$ cat src/rtl/mem_load_u.sv
`default_nettype none
// ============================================================================
// Module      : mem_load_u
// Description : Sprite-buffer loader. Accepts a width x height pixel stream
//               over a valid/ready handshake and writes it, bottom-aligned in
//               a ROWS-row sheet, into the sprite memory write port.
//               Address of pixel (x, y) = x + W*(y + ROWS - H) mod DEPTH.
// Ports       : clk        - system clock
//               rst        - asynchronous active-low reset
//               start      - one-cycle load request (sampled in IDLE only)
//               width      - sprite width in pixels (latched on accept)
//               height     - sprite height in rows (latched on accept)
//               pix_data   - streamed pixel, row-major, x fastest
//               pix_valid  - pix_data valid
//               pix_ready  - loader accepts a pixel this cycle
//               hold       - reader owns the memory; blocks acceptance
//               we/waddr/wdata - registered memory write port
//               busy       - load in progress
//               done       - one-cycle pulse with the final write
//               err        - one-cycle pulse when start is rejected
// Revision    : 1.0 - initial release
// ============================================================================
module mem_load_u #(
  parameter int DW    = 12,
  parameter int AW    = 17,
  parameter int ROWS  = 450,
  parameter int DEPTH = 27000
) (
  input  logic          clk,
  input  logic          rst,
  input  logic          start,
  input  logic [9:0]    width,
  input  logic [9:0]    height,
  input  logic [DW-1:0] pix_data,
  input  logic          pix_valid,
  output logic          pix_ready,
  input  logic          hold,
  output logic          we,
  output logic [AW-1:0] waddr,
  output logic [DW-1:0] wdata,
  output logic          busy,
  output logic          done,
  output logic          err
);

  localparam logic [0:0]    S_IDLE      = 1'b0;
  localparam logic [0:0]    S_LOAD      = 1'b1;
  localparam logic [31:0]   c_rows      = 32'(ROWS);
  localparam logic [31:0]   c_depth     = 32'(DEPTH);
  localparam logic [AW-1:0] c_last_addr = AW'(DEPTH - 1);
  localparam logic [AW-1:0] c_addr_one  = AW'(1);

  logic [0:0]    r_state;
  logic [0:0]    w_next_state;
  logic [9:0]    r_w;
  logic [9:0]    r_h;
  logic [9:0]    r_x;
  logic [9:0]    r_y;
  logic [AW-1:0] r_addr;
  logic          r_we;
  logic [AW-1:0] r_waddr;
  logic [DW-1:0] r_wdata;
  logic          r_done;
  logic          r_err;

  logic [31:0]   w_width32;
  logic [31:0]   w_height32;
  logic [31:0]   w_sheet;
  logic [AW-1:0] w_base;
  logic          w_bad_dims;
  logic          w_start_seen;
  logic          w_accept;
  logic          w_reject;
  logic          w_xfer;
  logic          w_row_end;
  logic          w_last;

  assign w_width32  = 32'(width);
  assign w_height32 = 32'(height);
  // Full-sheet footprint must fit the memory: W*ROWS <= DEPTH.
  assign w_sheet    = w_width32 * c_rows;
  // Only meaningful when height <= ROWS; otherwise the start is rejected.
  assign w_base     = AW'(w_width32 * (c_rows - w_height32));
  assign w_bad_dims = (width == 10'd0) || (height == 10'd0) ||
                      (w_height32 > c_rows) || (w_sheet > c_depth);

  // The cycle carrying the final write is already IDLE but still busy; a
  // start there is not honoured so the next load begins only once busy=0.
  assign w_start_seen = (r_state == S_IDLE) && start && !r_done;
  assign w_accept     = w_start_seen && !w_bad_dims;
  assign w_reject     = w_start_seen &&  w_bad_dims;

  assign w_xfer    = (r_state == S_LOAD) && pix_valid && !hold;
  assign w_row_end = (r_x == r_w - 10'd1);
  assign w_last    = w_row_end && (r_y == r_h - 10'd1);

  // State register
  always_ff @(posedge clk or negedge rst) begin
    if (!rst) begin
      r_state <= S_IDLE;
    end else begin
      r_state <= w_next_state;
    end
  end

  // Next-state logic
  always_comb begin
    w_next_state = r_state;
    case (r_state)
      S_IDLE: if (w_accept)          w_next_state = S_LOAD;
      S_LOAD: if (w_xfer && w_last)  w_next_state = S_IDLE;
      default:                       w_next_state = S_IDLE;
    endcase
  end

  // Output logic
  always_comb begin
    pix_ready = (r_state == S_LOAD) && !hold;
    busy      = (r_state == S_LOAD) || r_done;
    we        = r_we;
    waddr     = r_waddr;
    wdata     = r_wdata;
    done      = r_done;
    err       = r_err;
  end

  // Geometry, counters and registered write port
  always_ff @(posedge clk or negedge rst) begin
    if (!rst) begin
      r_w     <= '0;
      r_h     <= '0;
      r_x     <= '0;
      r_y     <= '0;
      r_addr  <= '0;
      r_we    <= 1'b0;
      r_waddr <= '0;
      r_wdata <= '0;
      r_done  <= 1'b0;
      r_err   <= 1'b0;
    end else begin
      r_we   <= 1'b0;
      r_done <= 1'b0;
      r_err  <= w_reject;
      if (w_accept) begin
        r_w    <= width;
        r_h    <= height;
        r_x    <= '0;
        r_y    <= '0;
        r_addr <= w_base;
      end else if (w_xfer) begin
        r_we    <= 1'b1;
        r_waddr <= r_addr;
        r_wdata <= pix_data;
        r_done  <= w_last;
        r_addr  <= (r_addr == c_last_addr) ? '0 : r_addr + c_addr_one;
        if (w_row_end) begin
          r_x <= '0;
          r_y <= r_y + 10'd1;
        end else begin
          r_x <= r_x + 10'd1;
        end
      end
    end
  end

endmodule
`default_nettype wire

$ cat config.mk
export PLATFORM = sky130hd
export DESIGN_NAME = mem_load_u
export DESIGN_NICKNAME = d
export VERILOG_FILES = /design/src/rtl/mem_load_u.sv
export SDC_FILE = /design/constraint.sdc
export NUM_CORES = 1
export LEC_CHECK = 0
export BUFFER_PORTS_ARGS = -buffer_cell sky130_fd_sc_hd__buf_2
export CAP_MARGIN = 0
export CORE_MARGIN = 2
export CORE_UTILIZATION = 60
export CTS_BUF_LIST = sky130_fd_sc_hd__clkbuf_16
export CTS_CLUSTER_SIZE = 30
export DETAILED_ROUTE_END_ITERATION = 10
export PLACE_DENSITY = 0.79
export SYNTH_ARGS = -nofsm -noshare
export SYNTH_HDL_FRONTEND = slang
export SYNTH_SLANG_ARGS = --single-unit
$ cat constraint.sdc
create_clock -name clk -period 2.7 [get_ports clk]
set_clock_uncertainty 0.1 [all_clocks]
set_input_delay 0.405 -clock clk [delete_from_list [all_inputs] [get_ports clk]]
set_output_delay 0.405 -clock clk [all_outputs]
set_load 0.05 [all_outputs]
==> results of run 1 <==
==> worst max-delay path by stage <==
stage,startpoint,endpoint,slack (ns),cells past startpoint
2_1_floorplan,height[4],r_addr[15],-2.85,18
3_3_place_gp,height[2],r_addr[16],-3.14,23
3_5_place_dp,height[2],r_addr[16],-3.29,21
4_1_cts,height[2],r_addr[15],-2.80,21
5_1_grt,height[2],r_addr[15],-3.10,21
6_report,height[2],r_addr[16],-2.96,22
==> power by group through the flow <==
| stage | Sequential (mW) | Combinational (mW) | Clock (mW) |
|---|---|---|---|
| after floorplan | 1.73 | 4.80 | 0 |
| after global placement | 1.61 | 6.95 | 0 |
| after detailed placement | 1.61 | 7.22 | 0 |
| after CTS | 1.59 | 8.20 | 1.32 |
| after global routing | 1.61 | 10.3 | 1.38 |
| final | 1.60 | 9.64 | 1.33 |
==> logic make-up after synthesis <==
group	Yosys count	synth area share [%]
AOI/OAI and AO/OA	133	10.34
adders and majority gates	184	30.22
and+or+nand+nor	398	20.19
muxes	30	3.335
xor gates and xnor gates	62	5.797
DFF	90	23.45
buffers and inverters	169	6.669
==> registers in the layout (all words and copies together) (netlist names) <==
name     cells
done         1
r_h         10
r_state      1
r_y         10
we           1
err          1
r_x         10
waddr       17
r_addr      17
wdata       12
r_w         10
==> cell usage in the layout (no fill, tap or decap), types with 12 or more instances in the layout <==
cell | synthesis | layout
a21oi_1 | 22 | 12
and2_1 | 30 | 27
and3_1 | 16 | 16
buf_2 | 4 | 63
buf_4 | 0 | 141
buf_6 | 0 | 34
dfrtp_1 | 90 | 90
fa_1 | 80 | 70
ha_1 | 104 | 82
ha_4 | 0 | 19
inv_1 | 136 | 114
inv_2 | 0 | 20
mux2_2 | 16 | 14
nand2_1 | 157 | 148
nand3_1 | 22 | 22
nor2_1 | 79 | 69
nor3_1 | 20 | 12
o21ai_0 | 23 | 16
xnor2_1 | 33 | 28
xor2_1 | 28 | 22
==> per-layer routing <==
| layer | share of wire, % | up-vias | wire length, um |
|---|---|---|---|
| li1 | - | 4027 | - |
| met1 | 38 | 4373 | 11200 |
| met2 | 49 | 478 | 14340 |
| met3 | 6.6 | 135 | 1942 |
| met4 | 6.2 | 0 | 1814 |
| met5 | 0 | - | 0 |
==> final cells by class <==
class                   instances  area, um2  share of cell area (%)
repair buffers                252       2014                   15.49
inverters                     136      523.0                   4.020
clock inverters                 7      85.08                  0.6540
clock buffers                   9      225.2                   1.731
flip-flops and latches         90       2252                   17.31
multi-input cells             808       7639                   58.72
well taps                     216      270.3                   2.078
==> what timing repair did <==
action | 4_1_cts | 5_1_grt
cloned | 5 | 0
setup endpoints to repair | 59 | 59
resized for setup | 121 | 44
pin swaps | 101 | 52
setup buffers | 33 | 19
==> per-stage QoR <==
stage          cells  setup WS [ns]  util [%]  TNS (ns)
2_1_floorplan   1066         -2.848         -    -96.14
3_3_place_gp    1453         -3.138     73.17   -126.03
3_5_place_dp    1453         -3.289     73.17   -129.01
4_1_cts         1506         -2.800     81.16    -96.83
5_1_grt         1518         -3.101     82.49   -113.55
6_report        1518         -2.963     82.49   -109.40
==> worst max-delay path, delay by kind of cell <==
| kind | cells | cell delay [ns] |
|---|---|---|
| adders and majority gates | 6 | 2.75 |
| buffers and inverters | 5 | 0.39 |
| AOI/OAI and AO/OA | 5 | 0.93 |
| and+or+nand+nor | 5 | 1.07 |
| xor gates and xnor gates | 1 | 0.21 |
==> metrics.yaml, run 1 <==
dieArea_mm2: 0.01704
yosysSeqAreaShare_pct: 23.45
dp_hpwl_um: 19210
crit_chain: "buf_8, or4_4, nor2_4, xor2_4, buf_6, nand2_4, fa_1, fa_1, inv_2, fa_1, fa_1, inv_2, fa_1, inv_2, ha_4, nor3_4, nor2_4, o41ai_4, o21ai_2, o41ai_2, o21a_1, o31ai_1"
placed_area_mm2: 0.01154
core_area_mm2: 0.01577
cpPeakStageDelay_ns: 0.57
antenna_cells: 0
worst_pin_slew_ns: 0.8517
start_util_pct: 60.91
intPower_mw: 6.850
sequentialPowerShare_pct: 12.7
p_leak_nw: 6.479
overflow: 0
r2r_slack_ns: -0.12
setup_viol: 59
ff2ff_path_depth: 9
vias_per_cell: 5.937
dr.pass1.iters: 6
grt_pass1_wl_um: 45260
async_reset_ff_share_pct: 100.0
worst_ep_required_time_ns: 2.81
gp_congestion: 0.9539
syn-mean-instance-area_um2: 9.011
p_per_area_mw_per_mm2: 966.3
clk_path_buf_depth: 2
ant_nets: 0
violations: "negative setup slack"
syn_area_mm2: 0.009605
htree_levels: 3
switching_share_pct: 45.51
grt_busiest_layer: "met2"
cts_tree: "done"
synth_cells: 1066
final-hold-violation-count: 0
hold_class: "input port to async pin"
power.share.clock_pct: 10.6
power.switching_mw: 5.721
rsz0062_at_grt: "yes"
clk_pin_slew_ns: 0.07
fin_crit_sh_pct: 209.7
synthTopCellsByCount: "nand2_1 (157), inv_1 (136), ha_1 (104)"
ys_top_cells_by_area: "dfrtp_1 (23%), fa_1 (17%), ha_1 (14%)"
drive_gt1_share_pct: 34.18
yosys.cell_types.count: 76
drt_iter0_drc: 796
n_fill_cell: 875
synth_nets: 1287
num_vias: 9013
combPwrFrac_pct: 76.7
arrival_ns: 5.78
drc_errors: 0
cpMostUsedCell: "fa_1"
yosysWarnings: 0
cp-start-kind: "input port"
status: "complete, but fails checks"
synth_flop_cell: "dfrtp_1"
fmax_ghz: 0.1766
numClockSinks: 90
numPortBuffers: 70
worst_setup_path_end_kind: "flop"
cts_buffers: 9
grt_max_degree: 70
cap_viol_max_count: 0
crit_type: "input port to flop"
totalPowerFinal_mw: 12.57
nets: 1518
die_x_um: 130.5
rr_endpoint: "r_y[7]"
netlist.area_leader.share_pct: 23.45
fin_area_mm2: 0.01301
relSlewSlack_pct: 43.22
wl_um: 29300
grt_pass1_vias: 8951
critPathMaxFanout: 5
grt_use_total_pct: 34.32
reg2reg_from: "r_w[2]"
syn2layout_area_growth_pct: 35.43
synth_most_common_cell: "nand2_1"
met2_usage_pct: 58.55
io-pin-count: 71
ir_worst_vdd_v: 0.0008821
final.setup.worst_slack_ns: -2.963
use_met1_pct: 43.26
cts_hold_buf: 0
synth_top_area_cell: "dfrtp_1"
critPathSlowestCell: "or4_4"
antenna_found_initial: 0
die_h_um: 130.5
clk_root_buffer_cell: "clkbuf_16"
wl_per_cell_um: 19.30
ys_ff_latch: 90
globalRouteMet3Util_pct: 3.827
holdWs_ns: 0.07467
layout_min_cycle_time_ns: 5.663
num_rows: 46
synth_edf_count: 0
clk_latency_ns: 0.35
final_max_slew_viol_count: 0
No activity file was read; power rests on OpenSTA's default activity.
==> inputs of run 2 (changes only) <==
--- a/config.mk
+++ b/config.mk
@@ -12,6 +12,7 @@
 export CTS_BUF_LIST = sky130_fd_sc_hd__clkbuf_16
 export CTS_CLUSTER_SIZE = 30
 export DETAILED_ROUTE_END_ITERATION = 10
+export HOLD_SLACK_MARGIN = 0.12
 export PLACE_DENSITY = 0.79
 export SYNTH_ARGS = -nofsm -noshare
 export SYNTH_HDL_FRONTEND = slang
==> metrics.yaml, run 2 (same netlist as run 1, synthesis figures left out) <==
num_vias: 9037
sequentialPowerShare_pct: 12.7
crit_type: "input port to flop"
cp-start-kind: "input port"
critPathLaunch: "height[2]"
dp_cells: 1453
grt_max_degree: 70
layout_common_cells: "nand2_1 (148), buf_4 (141), inv_1 (114), dfrtp_1 (90), ha_1 (82)"
relSlewSlack_pct: 43.24
combPwrFrac_pct: 76.7
status: "complete, but fails checks"
power.share.clock_pct: 10.6
grt_pass1_vias: 8963
hold_class: "input port to flop"
drive_gt1_share_pct: 34.15
clk_path_buf_depth: 2
overflow: 0
grt_pass1_wl_um: 45300
antenna_found_initial: 0
nets: 1519
power.switching_mw: 5.724
rsz0062_at_grt: "yes"
intPower_mw: 6.852
drc_errors: 0
die_x_um: 130.5
drt_iter0_drc: 890
final_max_slew_viol_count: 0
fin_crit_sh_pct: 209.9
setup_viol: 59
layout_min_cycle_time_ns: 5.666
clk_pin_slew_ns: 0.07
arrival_ns: 5.78
p_leak_nw: 6.483
critPathMaxFanout: 5
htree_levels: 3
gp_congestion: 0.9539
reg2reg_from: "r_w[2]"
grt_use_total_pct: 34.35
hold_path.startpoint: "pix_data[10]"
syn2layout_area_growth_pct: 35.53
ant_nets: 0
final-hold-violation-count: 0
wl_per_cell_um: 19.24
io-pin-count: 71
dr.pass1.iters: 5
antenna_cells: 0
num_rows: 46
dieArea_mm2: 0.01704
dp_hpwl_um: 19210
numPortBuffers: 70
switching_share_pct: 45.52
mostFrequentLayoutCell: "nand2_1"
cap_viol_max_count: 0
worst_pin_slew_ns: 0.8514
core_area_mm2: 0.01577
wl_um: 29220
cts_tree: "done"
violations: "negative setup slack"
cts_buffers: 9
worst_setup_path_end_kind: "flop"
die_h_um: 130.5
globalRouteMet3Util_pct: 3.827
clk_root_buffer_cell: "clkbuf_16"
grt_busiest_layer: "met2"
dp_slack_ns: -3.289
fmax_ghz: 0.1765
p_per_area_mw_per_mm2: 965.9
start_util_pct: 60.91
met2_usage_pct: 58.67
vias_per_cell: 5.949
numClockSinks: 90
worst_ep_required_time_ns: 2.82
final.setup.worst_slack_ns: -2.966
use_met1_pct: 43.26
stdcell_count: 1519
ir_worst_vdd_v: 0.0008892
clk_latency_ns: 0.35
-- run 2: changes by cell type in the layout (fill, tap and decap cells not counted) --
| cell | change |
|---|---|
| dlygate4sd3_1 | +1 |
-- run 2: layer usage --
metal	wire, um	part of all wire (%)	up-vias
met1	11150	38	4391
met3	1952	6.7	143
met5	0	0	-
met2	14240	49	476
met4	1877	6.4	0
li1	-	-	4027
-- run 2: timing repair --
item / in CTS / in global routing
endpoints found under the setup margin: 59 / 59
hold buffers: 1 / 0
endpoints found under the hold margin: 67 / 0
gates cloned: 5 / 0
pin swaps: 101 / 52
setup buffers: 33 / 19
resized for setup: 121 / 44
-- run 2: metrics by stage --
step | area [um2] | power [mW] | util (%) | setup TNS [ns] | hold WS, ns
6_report | 13020 | 12.58 | 82.55 | -108.75 | 0.1497
5_1_grt | 13020 | 13.30 | 82.55 | -113.55 | 0.1616
4_1_cts | 12810 | 11.11 | 81.22 | -96.83 | 0.1458
3_5_place_dp | 11540 | 8.830 | 73.17 | -129.01 | 0.3584
3_3_place_gp | 11540 | 8.558 | 73.17 | -126.03 | 0.3521
2_1_floorplan | 10060 | 6.535 | - | -96.14 | 0.009409
-- run 2: area by class of cell --
type / count / area [um2]
clock buffers: 9 / 225.2
clock inverters: 7 / 85.08
fillers: 874 / 2751
inverters: 136 / 523.0
multi-input cells: 808 / 7639
flip-flops and latches: 90 / 2252
well taps: 216 / 270.3
repair buffers: 253 / 2024
-- run 2: power by group through the flow --
stage          clock network, mW  logic, mW  registers (mW)
4_1_cts                     1.32       8.20            1.59
5_1_grt                     1.38       10.3            1.61
3_3_place_gp                   0       6.95            1.61
3_5_place_dp                   0       7.22            1.61
2_1_floorplan                  0       4.80            1.73
6_report                    1.33       9.64            1.60
-- run 2: worst paths after layout --
kind / end / slack (ns) / cells past startpoint
min in group asynchronous: r_addr[4] / 0.63 / 2
max reg2reg: r_y[7] / -0.15 / 9
min: wdata[10] / 0.15 / 3
max: r_addr[16] / -2.97 / 22
max in group asynchronous: r_h[8] / 1.12 / 3
min reg2reg: wdata[0] / 0.37 / 2
-- run 2: critical path, cell delays in order --
cell	delay, ns
buf_8	0.10
or4_4	0.57
nor2_4	0.22
xor2_4	0.21
buf_6	0.14
nand2_4	0.04
fa_1	0.48
fa_1	0.54
inv_2	0.04
fa_1	0.47
fa_1	0.52
inv_2	0.05
fa_1	0.55
inv_2	0.06
ha_4	0.19
nor3_4	0.17
nor2_4	0.07
o41ai_4	0.06
o21ai_2	0.12
o41ai_2	0.46
o21a_1	0.22
o31ai_1	0.08
==> inputs of run 3 (changes only) <==
--- a/config.mk
+++ b/config.mk
@@ -8,12 +8,11 @@
 export BUFFER_PORTS_ARGS = -buffer_cell sky130_fd_sc_hd__buf_2
 export CAP_MARGIN = 0
 export CORE_MARGIN = 2
-export CORE_UTILIZATION = 60
+export CORE_UTILIZATION = 39
 export CTS_BUF_LIST = sky130_fd_sc_hd__clkbuf_16
 export CTS_CLUSTER_SIZE = 30
 export DETAILED_ROUTE_END_ITERATION = 10
 export HOLD_SLACK_MARGIN = 0.12
-export PLACE_DENSITY = 0.79
 export SYNTH_ARGS = -nofsm -noshare
 export SYNTH_HDL_FRONTEND = slang
 export SYNTH_SLANG_ARGS = --single-unit
==> metrics.yaml, run 3 (same netlist as run 1, synthesis figures left out) <==
stdcell_count: 1627
dr.pass1.iters: 5
crit_buf_inv: 5
dp_hpwl_um: 19810
fmax_ghz: 0.1823
ir_worst_vdd_v: 0.0007277
cpPeakStageDelay_ns: 0.58
ff_latch_area_mm2: 0.002252
syn2layout_area_growth_pct: 37.59
layout_min_cycle_time_ns: 5.487
p_leak_nw: 6.548
num_vias: 8173
vias_per_cell: 5.023
crit_chain: "buf_8, or4_4, nor2_4, xor2_4, buf_6, nand2_4, fa_1, fa_1, inv_2, fa_1, fa_1, inv_1, fa_1, inv_2, ha_4, o41ai_4, o21ai_2, o41ai_4, o21a_1, o31ai_1"
gp_congestion: 0.8729
crit_type: "input port to flop"
nets: 1519
antenna_found_initial: 0
drive_gt1_share_pct: 34.46
clk_pin_slew_ns: 0.06
grt_pass1_wl_um: 42360
ff2ff_path_depth: 7
ant_nets: 0
clk_root_buffer_cell: "clkbuf_16"
violations: "negative setup slack"
overflow: 0
drt_iter0_drc: 407
fin_area_mm2: 0.01322
core_area_mm2: 0.02425
htree_levels: 3
multiInputGateArea_mm2: 0.007679
final_util_pct: 54.50
cp-start-kind: "input port"
critPathMaxFanout: 5
finalSetupTns_ns: -104.02
hold_path.startpoint: "pix_data[0]"
totalPowerFinal_mw: 12.09
final.setup.worst_slack_ns: -2.787
holdPathEnd: "wdata[0]"
grt_pass1_vias: 8135
holdWs_ns: 0.1558
wl_per_cell_um: 15.83
hold_class: "input port to flop"
arrival_ns: 5.60
cts_buffers: 9
mostFrequentLayoutCell: "buf_4"
die_x_um: 160.9
dp_slack_ns: -3.238
antenna_cells: 0
p_per_area_mw_per_mm2: 914.7
critPathSlowestCell: "or4_4"
numPortBuffers: 70
relSlewSlack_pct: 50.62
dieArea_mm2: 0.02590
critPathLaunch: "height[2]"
placed_area_mm2: 0.01177
worst_ep_required_time_ns: 2.82
final-hold-violation-count: 0
rr_endpoint: "r_y[9]"
status: "complete, but fails checks"
io-pin-count: 71
setup_viol: 59
cpMostUsedCell: "fa_1"
dp_cells: 1568
fin_crit_sh_pct: 203.2
worst_setup_path_end_kind: "flop"
num_rows: 57
final_max_slew_viol_count: 0
start_util_pct: 39.61
worstHoldPathCells: 3
drc_errors: 0
reg2reg_from: "r_w[2]"
cap_viol_max_count: 0
die_h_um: 160.9
clk_path_buf_depth: 2
worst_pin_slew_ns: 0.7406
layout_common_cells: "buf_4 (153), nand2_1 (148), inv_1 (109), dfrtp_1 (90), ha_1 (80)"
wl_um: 25750
clk_latency_ns: 0.35
cp_top_family: "adder cells"
cts_tree: "done"
grt_use_total_pct: 20.25
r2r_slack_ns: 0.04
numClockSinks: 90
grt_max_degree: 58
rsz0062_at_grt: "yes"
n_fill_cell: 2201
==> run 3: changes by cell type in the layout (fill, tap and decap cells not counted), sizes merged <==
| cell | delta |
|---|---|
| buf | -1 |
| clkbuf | +1 |
| clkinv | -1 |
| clkinvlp | +1 |
==> run 3: per-layer routing <==
layer,track usage [%],vias up,wire length [um]
met4,4.951,0,496
met2,33.38,140,12110
met1,28.94,3978,12400
met5,0,-,0
met3,1.705,20,743
li1,-,4035,-
==> run 3: worst max-delay path by stage <==
stage                             to  slack [ns]  cells past startpoint
final                     r_addr[16]       -2.79                     20
after global routing      r_addr[16]       -2.94                     20
after CTS                 r_addr[16]       -2.71                     19
after detailed placement  r_addr[15]       -3.24                     20
after global placement    r_addr[16]       -3.16                     21
after floorplan           r_addr[15]       -2.85                     18
==> run 3: tightest hold or removal path, delay by kind of cell <==
family	cells	cell delay, ns
buf+inv	1	0.07
simple gates	2	0.09
==> run 3: area by class of cell <==
class / count / area share [%]
multi-input cells: 808 / 58.10
clock buffers: 9 / 1.704
inverters: 136 / 3.976
well taps: 324 / 3.067
flip-flops and latches: 90 / 17.04
repair buffers: 253 / 15.41
clock inverters: 7 / 0.7006
==> run 3: report_power, final <==
| group | switching (mW) | internal (mW) |
|---|---|---|
| sequential | 0.129 | 1.46 |
| combinational | 4.58 | 4.58 |
| clock | 0.531 | 0.811 |
==> run 3: timing repair <==
| action | CTS | global route |
|---|---|---|
| hold buffers | 1 | 0 |
| buffers inserted | 23 | 19 |
| gates resized for setup | 83 | 78 |
| gates cloned | 4 | 0 |
| setup endpoints to repair | 59 | 59 |
| pin swaps | 62 | 63 |
| endpoints found under the hold margin | 55 | 0 |
